File: src/rtl/deser_pkg.sv
// Shared types and constants for the serial-to-word receive stage.
package deser_pkg;

  // Frame FSM states: waiting for a start bit, collecting data bits, checking stop bit.
  typedef enum logic [1:0] {
    IDLE = 2'd0,
    DATA = 2'd1,
    STOP = 2'd2
  } state_t;

  localparam int DEFAULT_DATA_W = 8;

  // Level the serial line rests at between frames; the opposite level marks a start bit.
  localparam logic IDLE_LEVEL = 1'b1;

  // Bit counter width: wide enough to reach DATA_W without wrapping inside a frame.
  function automatic int cnt_width(input int data_w);
    return $clog2(data_w) + 1;
  endfunction

endpackage

File: src/rtl/bit_counter.sv
// Strobe-enabled data-bit counter with synchronous clear and a flag that marks
// the strobe carrying the final data bit.
module bit_counter
  import deser_pkg::*;
#(
  parameter int DATA_W = DEFAULT_DATA_W,
  parameter int CNT_W  = cnt_width(DATA_W)
) (
  input  logic             clk,
  input  logic             re,
  input  logic             clr,
  input  logic             en,
  output logic [CNT_W-1:0] cnt,
  output logic             last
);

  // Clear has priority over counting so a start bit always restarts from zero.
  always_ff @(posedge clk) begin
    if (re) begin
      cnt <= '0;
    end else if (clr) begin
      cnt <= '0;
    end else if (en) begin
      cnt <= cnt + 1'b1;
    end
  end

  // High while the counter points at the last data bit position.
  always_comb begin
    last = (cnt == CNT_W'(DATA_W - 1));
  end

endmodule

File: src/rtl/bit_deserializer.sv
// Frames a strobed serial bit stream (start, DATA_W data bits LSB first, stop)
// into words. A good stop bit produces a one-cycle valid pulse with the word on
// data; a bad stop bit produces a one-cycle frame_err pulse and data is kept.
//
// Handshake: there is no back-pressure. din is consumed only on cycles with
// din_en=1; valid (or frame_err) is a single-cycle pulse the consumer must
// capture, and data stays stable until the next valid.
module bit_deserializer
  import deser_pkg::*;
#(
  parameter int DATA_W = DEFAULT_DATA_W
) (
  input  logic              clk,
  input  logic              re,
  input  logic              din,
  input  logic              din_en,
  output logic [DATA_W-1:0] data,
  output logic              valid,
  output logic              frame_err,
  output logic              busy
);

  localparam int CNT_W = cnt_width(DATA_W);

  state_t             state;
  state_t             state_d;
  logic [DATA_W-1:0]  shift_q;
  logic [CNT_W-1:0]   cnt;
  logic               cnt_last;
  logic               start_hit;
  logic               data_hit;
  logic               stop_hit;

  // A start bit is only recognised in IDLE; a bad stop bit never doubles as one.
  always_comb begin
    start_hit = (state == IDLE) && din_en && (din != IDLE_LEVEL);
    data_hit  = (state == DATA) && din_en;
    stop_hit  = (state == STOP) && din_en;
  end

  bit_counter #(
    .DATA_W (DATA_W),
    .CNT_W  (CNT_W)
  ) u_bit_counter (
    .clk  (clk),
    .re   (re),
    .clr  (start_hit),
    .en   (data_hit),
    .cnt  (cnt),
    .last (cnt_last)
  );

  // State register.
  always_ff @(posedge clk) begin
    if (re) begin
      state <= IDLE;
    end else begin
      state <= state_d;
    end
  end

  // Next-state logic; unstrobed cycles leave the state unchanged.
  always_comb begin
    state_d = state;
    case (state)
      IDLE:    if (start_hit) state_d = DATA;
      DATA:    if (data_hit && cnt_last) state_d = STOP;
      STOP:    if (stop_hit) state_d = IDLE;
      default: state_d = IDLE;
    endcase
  end

  // Each data strobe writes its bit into the position named by the counter.
  always_ff @(posedge clk) begin
    if (re) begin
      shift_q <= '0;
    end else if (data_hit) begin
      for (int i = 0; i < DATA_W; i++) begin
        if (cnt == CNT_W'(i)) shift_q[i] <= din;
      end
    end
  end

  // Output registers: pulses last one cycle, busy tracks the frame in progress.
  always_ff @(posedge clk) begin
    if (re) begin
      data      <= '0;
      valid     <= 1'b0;
      frame_err <= 1'b0;
      busy      <= 1'b0;
    end else begin
      valid     <= 1'b0;
      frame_err <= 1'b0;
      busy      <= (state_d != IDLE);
      if (stop_hit) begin
        if (din == IDLE_LEVEL) begin
          data  <= shift_q;
          valid <= 1'b1;
        end else begin
          frame_err <= 1'b1;
        end
      end
    end
  end

endmodule

File: config.mk
export PLATFORM = sky130hd
export DESIGN_NAME = bit_deserializer
export DESIGN_NICKNAME = d
export VERILOG_FILES = /design/src/rtl/deser_pkg.sv /design/src/rtl/bit_counter.sv /design/src/rtl/bit_deserializer.sv
export SDC_FILE = /design/constraint.sdc
export NUM_CORES = 1
export LEC_CHECK = 0
export CAP_MARGIN = 20
export CORE_MARGIN = 3
export CORE_UTILIZATION = 55
export CTS_CLUSTER_SIZE = 20
export DETAILED_ROUTE_END_ITERATION = 10
export PLACE_DENSITY = 0.9
export SYNTH_ARGS = -nofsm -noshare
export SYNTH_HDL_FRONTEND = slang
export SYNTH_SLANG_ARGS = --single-unit
File: constraint.sdc
create_clock -name clk -period 2.1 [get_ports clk]
set_input_delay 0.21 -clock clk [delete_from_list [all_inputs] [get_ports clk]]
set_output_delay 0.21 -clock clk [all_outputs]
set_load 0.02 [all_outputs]
Word-level counts from Yosys, hierarchy flattened

Cells that the tools add are included.
W data, S select, Z words.

Logic and storage cells: 51
Input port bits: 4
Register bits: 25
Output and inout bits: 11

Bitwise logic cells: 2
Reductions and logical operators: 19
Equality and inequality tests: 9
Mux-type cells: 6
Add/sub/neg operators: 1

Operators by type and width:

| operator              | count |
|---|---|
| $reduce_and A2 Y1     | 9 |
| $eq A4 B3 Y1 const B  | 4 |
| $eq A4 B2 Y1 const B  | 2 |
| $mux W2               | 3 |
| $pmux W2 S3           | 1 |
| $logic_and A1 B1 Y1   | 5 |
| $add A4 B1 Y4 const B | 1 |
| $eq A4 B1 Y1 const B  | 1 |
| $logic_not A4 Y1      | 1 |
| $reduce_or A2 Y1      | 2 |
| $eq A2 B1 Y1 const B  | 1 |
| $eq A2 B2 Y1 const B  | 1 |
| $logic_not A2 Y1      | 1 |
| $mux W1               | 2 |
| $not A1 Y1            | 2 |
| $reduce_bool A2 Y1    | 1 |

Longest topological paths before layout

Gate-level depths: netlist (run 1).

Depth in word-level cells: 6
Depth in mapped cells: 5
Gate-level depth less buffers: 5

By module

From an unflattened synthesis (run 1), not the netlist that was laid out.

Cell total of the unflattened synthesis: 118
Area total of the unflattened synthesis: 1,081.0 um^2

By module, submodules not included:

| module           | seq. area each (um^2) | instances | area each (um^2) | cells an instance |
|---|---|---|---|---|
| bit_deserializer | 420.4                 | 1         | 895.9            | 99 |
| bit_counter      | 80.1                  | 1         | 185.2            | 19 |

Worst setup path before layout (run 1)

No wires, ideal clock.

Path type: reg-to-reg
Start point: reg u_bit_counter.cnt[0]
End point: reg shift_q[7]
Cell stages (with the launch flop): 5
Library setup time: 0.072 ns
Clock period less this slack: 1.178 ns
Arrival time: 1.107 ns
Slack: 0.922 ns
Buffers on the path: 0
Required time: 2.028 ns
Path through: dfxtp_1 > ha_1 > nor2b_1 > and3_4 > mux2i_1

Cells in the longest elaborated chain, start to end: 2

Ends and longest elaborated chain:

| element                            | line                   | RTL |
|---|---|---|
| from (decl)                        | bit_counter.sv:13      | `output logic [CNT_W-1:0] cnt,` |
| from (signal assigned)             | bit_counter.sv:24      | `cnt <= cnt + 1'b1;` |
| $eq A4 B3 Y1                       | bit_deserializer.sv:79 | `if (cnt == CNT_W'(i)) shift_q[i] <= din;` |
| $reduce_and A2 Y1 (no source line) | -                      |  |
| to (signal, indexed assignment)    | bit_deserializer.sv:79 |  |
| to (decl)                          | bit_deserializer.sv:27 | `logic [DATA_W-1:0] shift_q;` |

Every way passes these cells.
A chain may end at the register's enable or synchronous reset.

Worst setup path in the final report (run 1)

Start point: reg data[4]
End point: out data[4]

RTL lines:

| element                | line                   | RTL |
|---|---|---|
| from (decl)            | bit_deserializer.sv:17 | `output logic [DATA_W-1:0] data,` |
| from (signal assigned) | bit_deserializer.sv:97 | `data <= shift_q;` |

No word-level cell between the ends.

==> results of run 1 <==
## logic make-up (layout without fill, tap and decap cells)
kind of cell / after synthesis / after routing / share of synthesized area, %
flops: 25 / 25 / 44.9
fa+ha+maj: 4 / 4 / 4.49
xor+xnor: 2 / 2 / 1.57
compound gates: 15 / 15 / 7.97
simple gates: 56 / 56 / 26.9
mux: 9 / 9 / 8.08
buf+inv: 12 / 23 / 6.06
## per-stage QoR
step                power (mW)  std cells
floorplan                0.528        123
global placement         0.538        155
detailed placement       0.541        155
CTS                      0.758        159
global route             0.779        159
finish                   0.753        159
## power groups by stage
stage	combinational [mW]	sequential (mW)	clock (mW)
3_3_place_gp	0.0443	0.494	0
2_1_floorplan	0.0351	0.493	0
4_1_cts	0.0470	0.484	0.227
6_report	0.0470	0.484	0.222
5_1_grt	0.0510	0.485	0.243
3_5_place_dp	0.0468	0.494	0
## cell type report
| cell class | count | share of cell area [%] |
|---|---|---|
| clock inverters | 1 | 0.591 |
| flip-flops and latches | 25 | 39.4 |
| inverters | 4 | 1.18 |
| clock buffers | 3 | 1.77 |
| multi-input cells | 86 | 43.0 |
| well taps | 25 | 2.46 |
| repair buffers | 15 | 11.6 |
## layer usage
layer | share of wire [%] | vias to the layer above | wire [µm]
met2 | 50 | 9 | 1030
met4 | 2.0 | 0 | 40
met1 | 44 | 390 | 908
met3 | 3.5 | 5 | 71
met5 | 0 | - | 0
li1 | - | 427 | -
## tightest hold or removal path, stage by stage, from the launching register on
cell and delay [ns]:
dfxtp_1 0.34, nand2_1 0.05, a21oi_1 0.05
## worst paths after layout
check                       startpoint         end  slack, ns  depth (start not counted)
setup / recovery               data[4]     data[4]       0.59                          1
hold / removal                 data[0]     data[0]       0.47                          2
setup reg to reg  u_bit_counter.cnt[0]  shift_q[7]       0.76                          4
hold reg to reg                data[0]     data[0]       0.47                          2
## state kept, by name, summed over array words and instances, names as in the netlist
register	cells
shift_q	8
u_bit_counter.cnt	4
state	2
data	8
frame_err	1
busy	1
valid	1
## cell usage after synthesis, drive strengths merged
library cell,number,share of area (%)
a21oi,11,4.9
a31o,1,0.79
and3,1,1.0
and3b,1,0.79
and4b,2,1.8
and4bb,1,1.1
buf,7,4.4
clkbuf,1,0.34
dfxtp,25,45
ha,4,4.5
inv,4,1.3
mux2i,9,8.1
nand2,24,8.1
nand2b,10,5.6
nand3,1,0.45
nand4,1,0.56
nand4b,2,1.6
nor2,7,2.4
nor2b,5,2.8
nor4b,1,0.79
o21ai,1,0.45
o21bai,1,0.67
o31ai,1,1.1
xnor2,1,0.79
xor2,1,0.79
==> flow_summary.ini, run 1 <==
[yosys]
ys_seq_elements = 25
synthesis.instances = 123
synth.net_count = 131
number_of_library_cell_types_mapped_by_synthesis = 28
synthesis.yosys.warnings = 0
seq_area_frac_synth_pct = 44.9
synthesis.area_mm2 = 0.00111
synthesis.area_per_instance_um2 = 9.06

[route]
viasPerCell = 5.23
final_antenna_net_count = 0
wire_per_inst_um = 12.9
drt_first_iter_violations = 10
drc = 0
drt_pass1_iterations = 4
wl_mm = 2.05
via_count = 831

[timing]
final.setup_skew_ns = 0.00472
slew_violations = 0
fin_hold_ws_ns = 0.466
timing.setup.tns_ns = 0
grt_setup_unrepaired = false
post-route-period-util_pct = 72.0
slew_at_the_pin_with_the_worst_max_slew_slack_ns = 0.380
timing_hold_violations_final = 0
slew-limit-headroom_pct = 74.5
finalSetupViolations = 0
fin_worst_setup_slack_ns = 0.587
timing.fmax_mhz = 661
post-route-min-period_ns = 1.51

[final_layout]
final_core_util_pct = 69.8
final_common_cell = dfxtp_1
share_of_cells_above_drive_strength_1_pct = 5.97
multi_input_comb_area_um2 = 547
layout_common_cells = dfxtp_1 (25), nand2_1 (24), clkdlybuf4s50_1 (14), a21oi_1 (11), nand2b_1 (10)
layout.filler_cells = 154
sequential_cell_area_in_the_final_layout_um2 = 500
antenna-diode-count = 0
synthToLayoutAreaGrowth_pct = 14.0
design_area_mm2 = 0.00127
nNetsFinal = 143

[clocking]
clock_insertion_delay_worst_skew_ns = 0.33
htree_num_levels = 1
postCtsSetupBuffers = 0
cts_tree = built
clock_tree_root_driver_cell = clkbuf_4
clk_pin_slew_worst_paths_ns = 0.14
hold_buffers = 0
clock_sinks = 25
total_of_cells_resized_after_clock_tree_synthesis = 0
clock_path_buffers = 2
number_of_buffers_inserted_during_clock_tree_synthesis = 3

[die]
die-width_um = 51.0
design.die.area_mm2 = 0.00260
top_level_ports = 15
placement_rows = 15
die_h_um = 51.0
floorplan.initialDensity_pct = 61.2
core_area_mm2 = 0.00182

[placed_design]
detailedPlace.worstSlack_ns = 0.493
place_congestion = 0.745
place_area_mm2 = 0.00124
numPortBuffers = 14
detailed_place_hpwl_mm = 1.57

[power]
p_clk_share_pct = 29.5
p_per_cell_area_mw_per_mm2 = 593
p_comb_share_pct = 6.2
cellLeakagePower_nw = 0.487
netSwitchingPower_mw = 0.180
switching_share_pct = 23.9
cellInternalPower_mw = 0.573
share_seq_of_total_power_pct = 64.3
vdd.ir_drop.worst_mv = 0.476

[setup_path]
crit_chain = clkdlybuf4s50_1
crit_buf_inv = 1
timing.critical_path.fanout_max = 2
required_ns = 1.89
setup.worst_path.start_class = flop
arrival_ns = 1.30
critPathCaptureType = output pin
path_class = reg2out
critPathTopFamily = buffers and inverters
timing.critical_path.slowest_cell_delay_ns = 0.61
crit_path_top_delay_cell = clkdlybuf4s50_1

[global_route]
first_global_vias = 779
global_route_wire_length_before_repair_mm = 3.36
number_of_antenna_violations_at_the_first_check_in_global_routing = 0
grt_use_met3_pct = 5.25
grt_busiest_layer = met2
globalRouteMet2Util_pct = 30.3
grt_util_met1_pct = 19.9
grt_start_max_net_pins = 18
global_router_s_overall_resource_usage_pct = 17.6
gr-total-overflow = 0

[run]
cap_violations = 0

[outcome]
run_status = finished clean

[min_path]
path_type_of_the_worst_min_delay_path = reg2reg
Power figures use the tool's default switching activity.
==> run 2, diff against run 1 <==
CORE_UTILIZATION = 52   (was 55)
PLACE_DENSITY = 0.86   (was 0.9)
clock period = 1.4 ns   (was 2.1 ns; I/O delays follow)
==> run 2 against run 1 <==
  * Final cell count grew 6.3%
  * Sequential power increased by 50%
  * Global-route usage increased by 0.31 points
  * Largest cell class unchanged
  * Largest power group unchanged
  * Highest routed layer unchanged
==> flow_summary.ini, run 2 (synthesis results as in run 1) <==
[outcome]
run_status = finished clean

[route]
drt_pass1_iterations = 4
wl_mm = 2.11
drt_first_iter_violations = 20
viasPerCell = 5.08
final_antenna_net_count = 0
via_count = 859
wire_per_inst_um = 12.5
drc = 0

[run]
cap_violations = 0

[global_route]
global_router_s_overall_resource_usage_pct = 17.9
grt_use_met3_pct = 6.27
first_global_vias = 892
grt_util_met1_pct = 19.4
grt_busiest_layer = met2
globalRouteMet2Util_pct = 32.4
grt_start_max_net_pins = 17
global_route_wire_length_before_repair_mm = 3.58
number_of_antenna_violations_at_the_first_check_in_global_routing = 0
gr-total-overflow = 0

[setup_path]
crit_path_top_delay_cell = dfxtp_1
crit_chain = ha_1 > nor2b_1 > and3_4 > mux2i_1
crit_buf_inv = 0
setup.worst_path.start_class = flop
path_class = reg2reg
critPathTopFamily = simple AND/OR/NAND/NOR gates
required_ns = 1.67
timing.critical_path.slowest_cell_delay_ns = 0.43
critPathCaptureType = flop
arrival_ns = 1.55
timing.critical_path.fanout_max = 6

[final_layout]
reg.largest.list = data: 8 flops, shift_q: 8 flops, u_bit_counter.cnt: 4 flops
final_common_cell = dfxtp_1
synthToLayoutAreaGrowth_pct = 19.1
antenna-diode-count = 0
layout_common_cells = dfxtp_1 (25), nand2_1 (24), a21oi_1 (11), nand2b_1 (10)
design_area_mm2 = 0.00133
nNetsFinal = 151
share_of_cells_above_drive_strength_1_pct = 11.3
layout.filler_cells = 166
finalNonFillerCells = 169

[timing]
final.setup_skew_ns = 0.00867
slew_at_the_pin_with_the_worst_max_slew_slack_ns = 0.332
finalSetupViolations = 0
post-route-min-period_ns = 1.28
slew-limit-headroom_pct = 77.8
slew_violations = 0
post-route-period-util_pct = 91.5
grt_setup_unrepaired = false
timing.fmax_mhz = 781
timing.setup.tns_ns = 0
timing_hold_violations_final = 0
fin_hold_ws_ns = 0.458

[placed_design]
numPortBuffers = 14
place_area_mm2 = 0.00130
detailed_place_hpwl_mm = 1.56
place_congestion = 0.754
post-place-cells = 165

[clocking]
clock_insertion_delay_worst_skew_ns = 0.32
clock_path_buffers = 2
number_of_buffers_inserted_during_clock_tree_synthesis = 3
clock_sinks = 25
postCtsSetupBuffers = 0
hold_buffers = 0
cts_tree = built
htree_num_levels = 1
clock_tree_root_driver_cell = clkbuf_4
clk_pin_slew_worst_paths_ns = 0.14
total_of_cells_resized_after_clock_tree_synthesis = 9

[die]
top_level_ports = 15
die-width_um = 52.3
design.die.area_mm2 = 0.00274
die_h_um = 52.3
core_area_mm2 = 0.00200
floorplan.initialDensity_pct = 55.7
placement_rows = 16

[min_path]
path_type_of_the_worst_min_delay_path = reg2reg

[power]
vdd.ir_drop.worst_mv = 0.749
p_per_cell_area_mw_per_mm2 = 854
cellLeakagePower_nw = 0.604
-- run 2: cell count changes in the layout (fill, tap and decap cells not counted) --
cell and change:
dlygate4sd2_1 +9, clkdlybuf4s50_1 -11, dlymetal6s2s_1 +2, buf_4 +8
-- run 2: layout make-up --
cell class	instances	area (µm²)	share of cell area (%)
clock buffers	3	22.5	1.70
clock inverters	1	7.51	0.566
inverters	4	15.0	1.13
multi-input cells	86	547	41.2
flip-flops and latches	25	500	37.7
well taps	27	33.8	2.54
repair buffers	23	201	15.2
-- run 2: final timing paths --
| check | startpoint | to | slack, ns | depth (start not counted) |
|---|---|---|---|---|
| worst max register to register | u_bit_counter.cnt[1] | shift_q[7] | 0.12 | 4 |
| worst min-delay path | data[0] | data[0] | 0.46 | 2 |
| worst min register to register | data[0] | data[0] | 0.46 | 2 |
| worst max-delay path | u_bit_counter.cnt[1] | shift_q[7] | 0.12 | 4 |
-- run 2: metal layers --
metal / part of all wire, % / wire, µm
met4: 0.61 / 13
met3: 3.5 / 73
met5: 0 / 0
met1: 44 / 920
met2: 52 / 1110
-- run 2: per-stage QoR --
stage                     power [mW]  util, %  setup WS, ns
final                           1.13     66.3         0.119
after global routing            1.19     66.3        0.0116
after CTS                       1.14     66.1       0.00168
after detailed placement       0.823     65.1       -0.0495
after global placement         0.820     65.1      -0.00255
after floorplan                0.792        -         0.222
-- run 2: worst reg2reg max path, stage by stage (launching register included) --
cell and delay [ns]:
dfxtp_1 0.43, ha_1 0.19, nor2b_1 0.23, and3_4 0.22, mux2i_1 0.16
-- run 2: where the power goes --
group	total, mW	internal [mW]	switching [mW]
registers	0.724	0.718	0.00651
logic	0.0835	0.0421	0.0414
clock network	0.325	0.109	0.216
total	1.13	0.869	0.264
==> run 3, diff against run 2 <==
MAX_ROUTING_LAYER = met4   (was default)
PLACE_DENSITY = default   (was 0.86)
PLACE_DENSITY_LB_ADDON = 0.2   (was default)
==> run 3 against run 2 <==
  * Combinational power decreased by 0.7%
  * Core utilization increased by 0.19 points
  * Highest routed layer unchanged
  * Global-route usage decreased by 1.2 points
  * Total power decreased by 1.4%
  * Final cell count unchanged
  * Clock-buffer cell count unchanged
  * Largest power group unchanged
  * Sequential power about the same
  * Clock power decreased by 5%
  * Die area unchanged
  * Critical path depth unchanged
  * Sequential cell count unchanged
==> flow_summary.ini, run 3 (synthesis results as in run 1) <==
[die]
floorplan.initialDensity_pct = 55.7
die-width_um = 52.3
design.die.area_mm2 = 0.00274
top_level_ports = 15
die_h_um = 52.3
core_area_mm2 = 0.00200
placement_rows = 16

[clocking]
postCtsSetupBuffers = 0
number_of_buffers_inserted_during_clock_tree_synthesis = 3
hold_buffers = 0
cts_tree = built
htree_num_levels = 1
clock_tree_root_driver_cell = clkbuf_4
clock_sinks = 25
clock_path_buffers = 2
clk_pin_slew_worst_paths_ns = 0.13
clock_insertion_delay_worst_skew_ns = 0.31

[outcome]
run_status = finished clean

[setup_path]
terminus_of_the_critical_flop_to_flop_path = shift_q[7]
timing.critical_path.fanout_max = 6
critPathLaunch = u_bit_counter.cnt[1]
crit-reg2reg-launch = u_bit_counter.cnt[1]
timing.reg2reg.worst_path_depth = 4
setup.worst_path.start_class = flop
ff2ff_setup_slack_ns = 0.13
arrival_ns = 1.51
required_ns = 1.65
path_class = reg2reg
endpoint = shift_q[7]
critPathCaptureType = flop

[global_route]
first_global_vias = 821
gr-total-overflow = 0
global_route_wire_length_before_repair_mm = 3.39
number_of_antenna_violations_at_the_first_check_in_global_routing = 0
grt_start_max_net_pins = 15
global_router_s_overall_resource_usage_pct = 16.8

[route]
drt_first_iter_violations = 13
wl_mm = 1.96
wire_per_inst_um = 11.6
drt_pass1_iterations = 4
drc = 0
viasPerCell = 5.04
via_count = 852
final_antenna_net_count = 0

[placed_design]
place_area_mm2 = 0.00130
detailedPlace.worstSlack_ns = -0.0901
detailed_place_hpwl_mm = 1.44
place_congestion = 0.803
numPortBuffers = 14

[timing]
slew_at_the_pin_with_the_worst_max_slew_slack_ns = 0.320
fin_worst_setup_slack_ns = 0.132
post-route-min-period_ns = 1.27
timing.fmax_mhz = 789
post-route-period-util_pct = 90.6
slew_violations = 0
timing_hold_violations_final = 0
grt_setup_unrepaired = false
slew-limit-headroom_pct = 78.6
timing.setup.tns_ns = 0
final.setup_skew_ns = 0.00546
finalSetupViolations = 0

[final_layout]
multi_input_comb_area_um2 = 549
synthToLayoutAreaGrowth_pct = 19.4
layout.filler_cells = 185
sequential_cell_area_in_the_final_layout_um2 = 500
reg.largest.list = data: 8 flops, shift_q: 8 flops, u_bit_counter.cnt: 4 flops
antenna-diode-count = 0
design_area_mm2 = 0.00133
layout_common_cells = dfxtp_1 (25), nand2_1 (24), a21oi_1 (11), nand2b_1 (10)
final_core_util_pct = 66.5
share_of_cells_above_drive_strength_1_pct = 12.0
final_common_cell = dfxtp_1
nNetsFinal = 151

[min_path]
worstHoldPathCells = 2
path_type_of_the_worst_min_delay_path = reg2reg

[power]
finalPower_mw = 1.12
p_per_cell_area_mw_per_mm2 = 840
cellLeakagePower_nw = 0.621
vdd.ir_drop.worst_mv = 0.531

[run]
cap_violations = 0
## run 3: changes by cell type in the layout (fill, tap and decap cells not counted), sizes merged
cell,before,now
clkinv,0,1
clkinvlp,1,0
dlygate4sd2,9,8
dlymetal6s2s,2,3
## run 3: routing by layer
metal	vias to the layer above	GRT usage [%]	wire length, µm
met2	14	26.9	944
met5	-	-	0
li1	444	-	-
met3	5	2.56	60
met1	389	20.7	916
met4	0	7.66	37
## run 3: worst min path at each step
stage	from	to
final	shift_q[0]	data[0]
after floorplan	din	frame_err
after detailed placement	shift_q[1]	data[1]
after CTS	data[0]	data[0]
after global routing	shift_q[0]	data[0]
after global placement	data[7]	data[7]
## run 3: cell type report
| cell class | instances | area share [%] |
|---|---|---|
| tap | 27 | 2.54 |
| sequential | 25 | 37.6 |
| clock buffer | 3 | 1.69 |
| inverter | 4 | 1.13 |
| multi-input combinational | 86 | 41.3 |
| clock inverter | 1 | 0.376 |
| timing repair buffer | 23 | 15.4 |
## run 3: timing repair
action                                  in CTS  in global routing
endpoints found under the setup margin       8                  4
gates cloned                                 0                  0
resized for setup                            8                  4
## run 3: metrics by stage
stage          hold WS, ns  std cells
2_1_floorplan        0.217        123
3_3_place_gp         0.442        165
3_5_place_dp         0.445        165
4_1_cts              0.465        169
5_1_grt              0.503        169
6_report             0.461        169
## run 3: report_power, final
group          switching, mW  internal (mW)  total, mW
Sequential           0.00655          0.718      0.724
Clock                  0.204          0.107      0.310
Combinational         0.0408         0.0421     0.0829
## run 3: critical path: stages, from the launching register on
cell	delay, ns
dfxtp_1	0.43
ha_1	0.19
nor2b_2	0.19
and3_4	0.21
mux2i_1	0.17
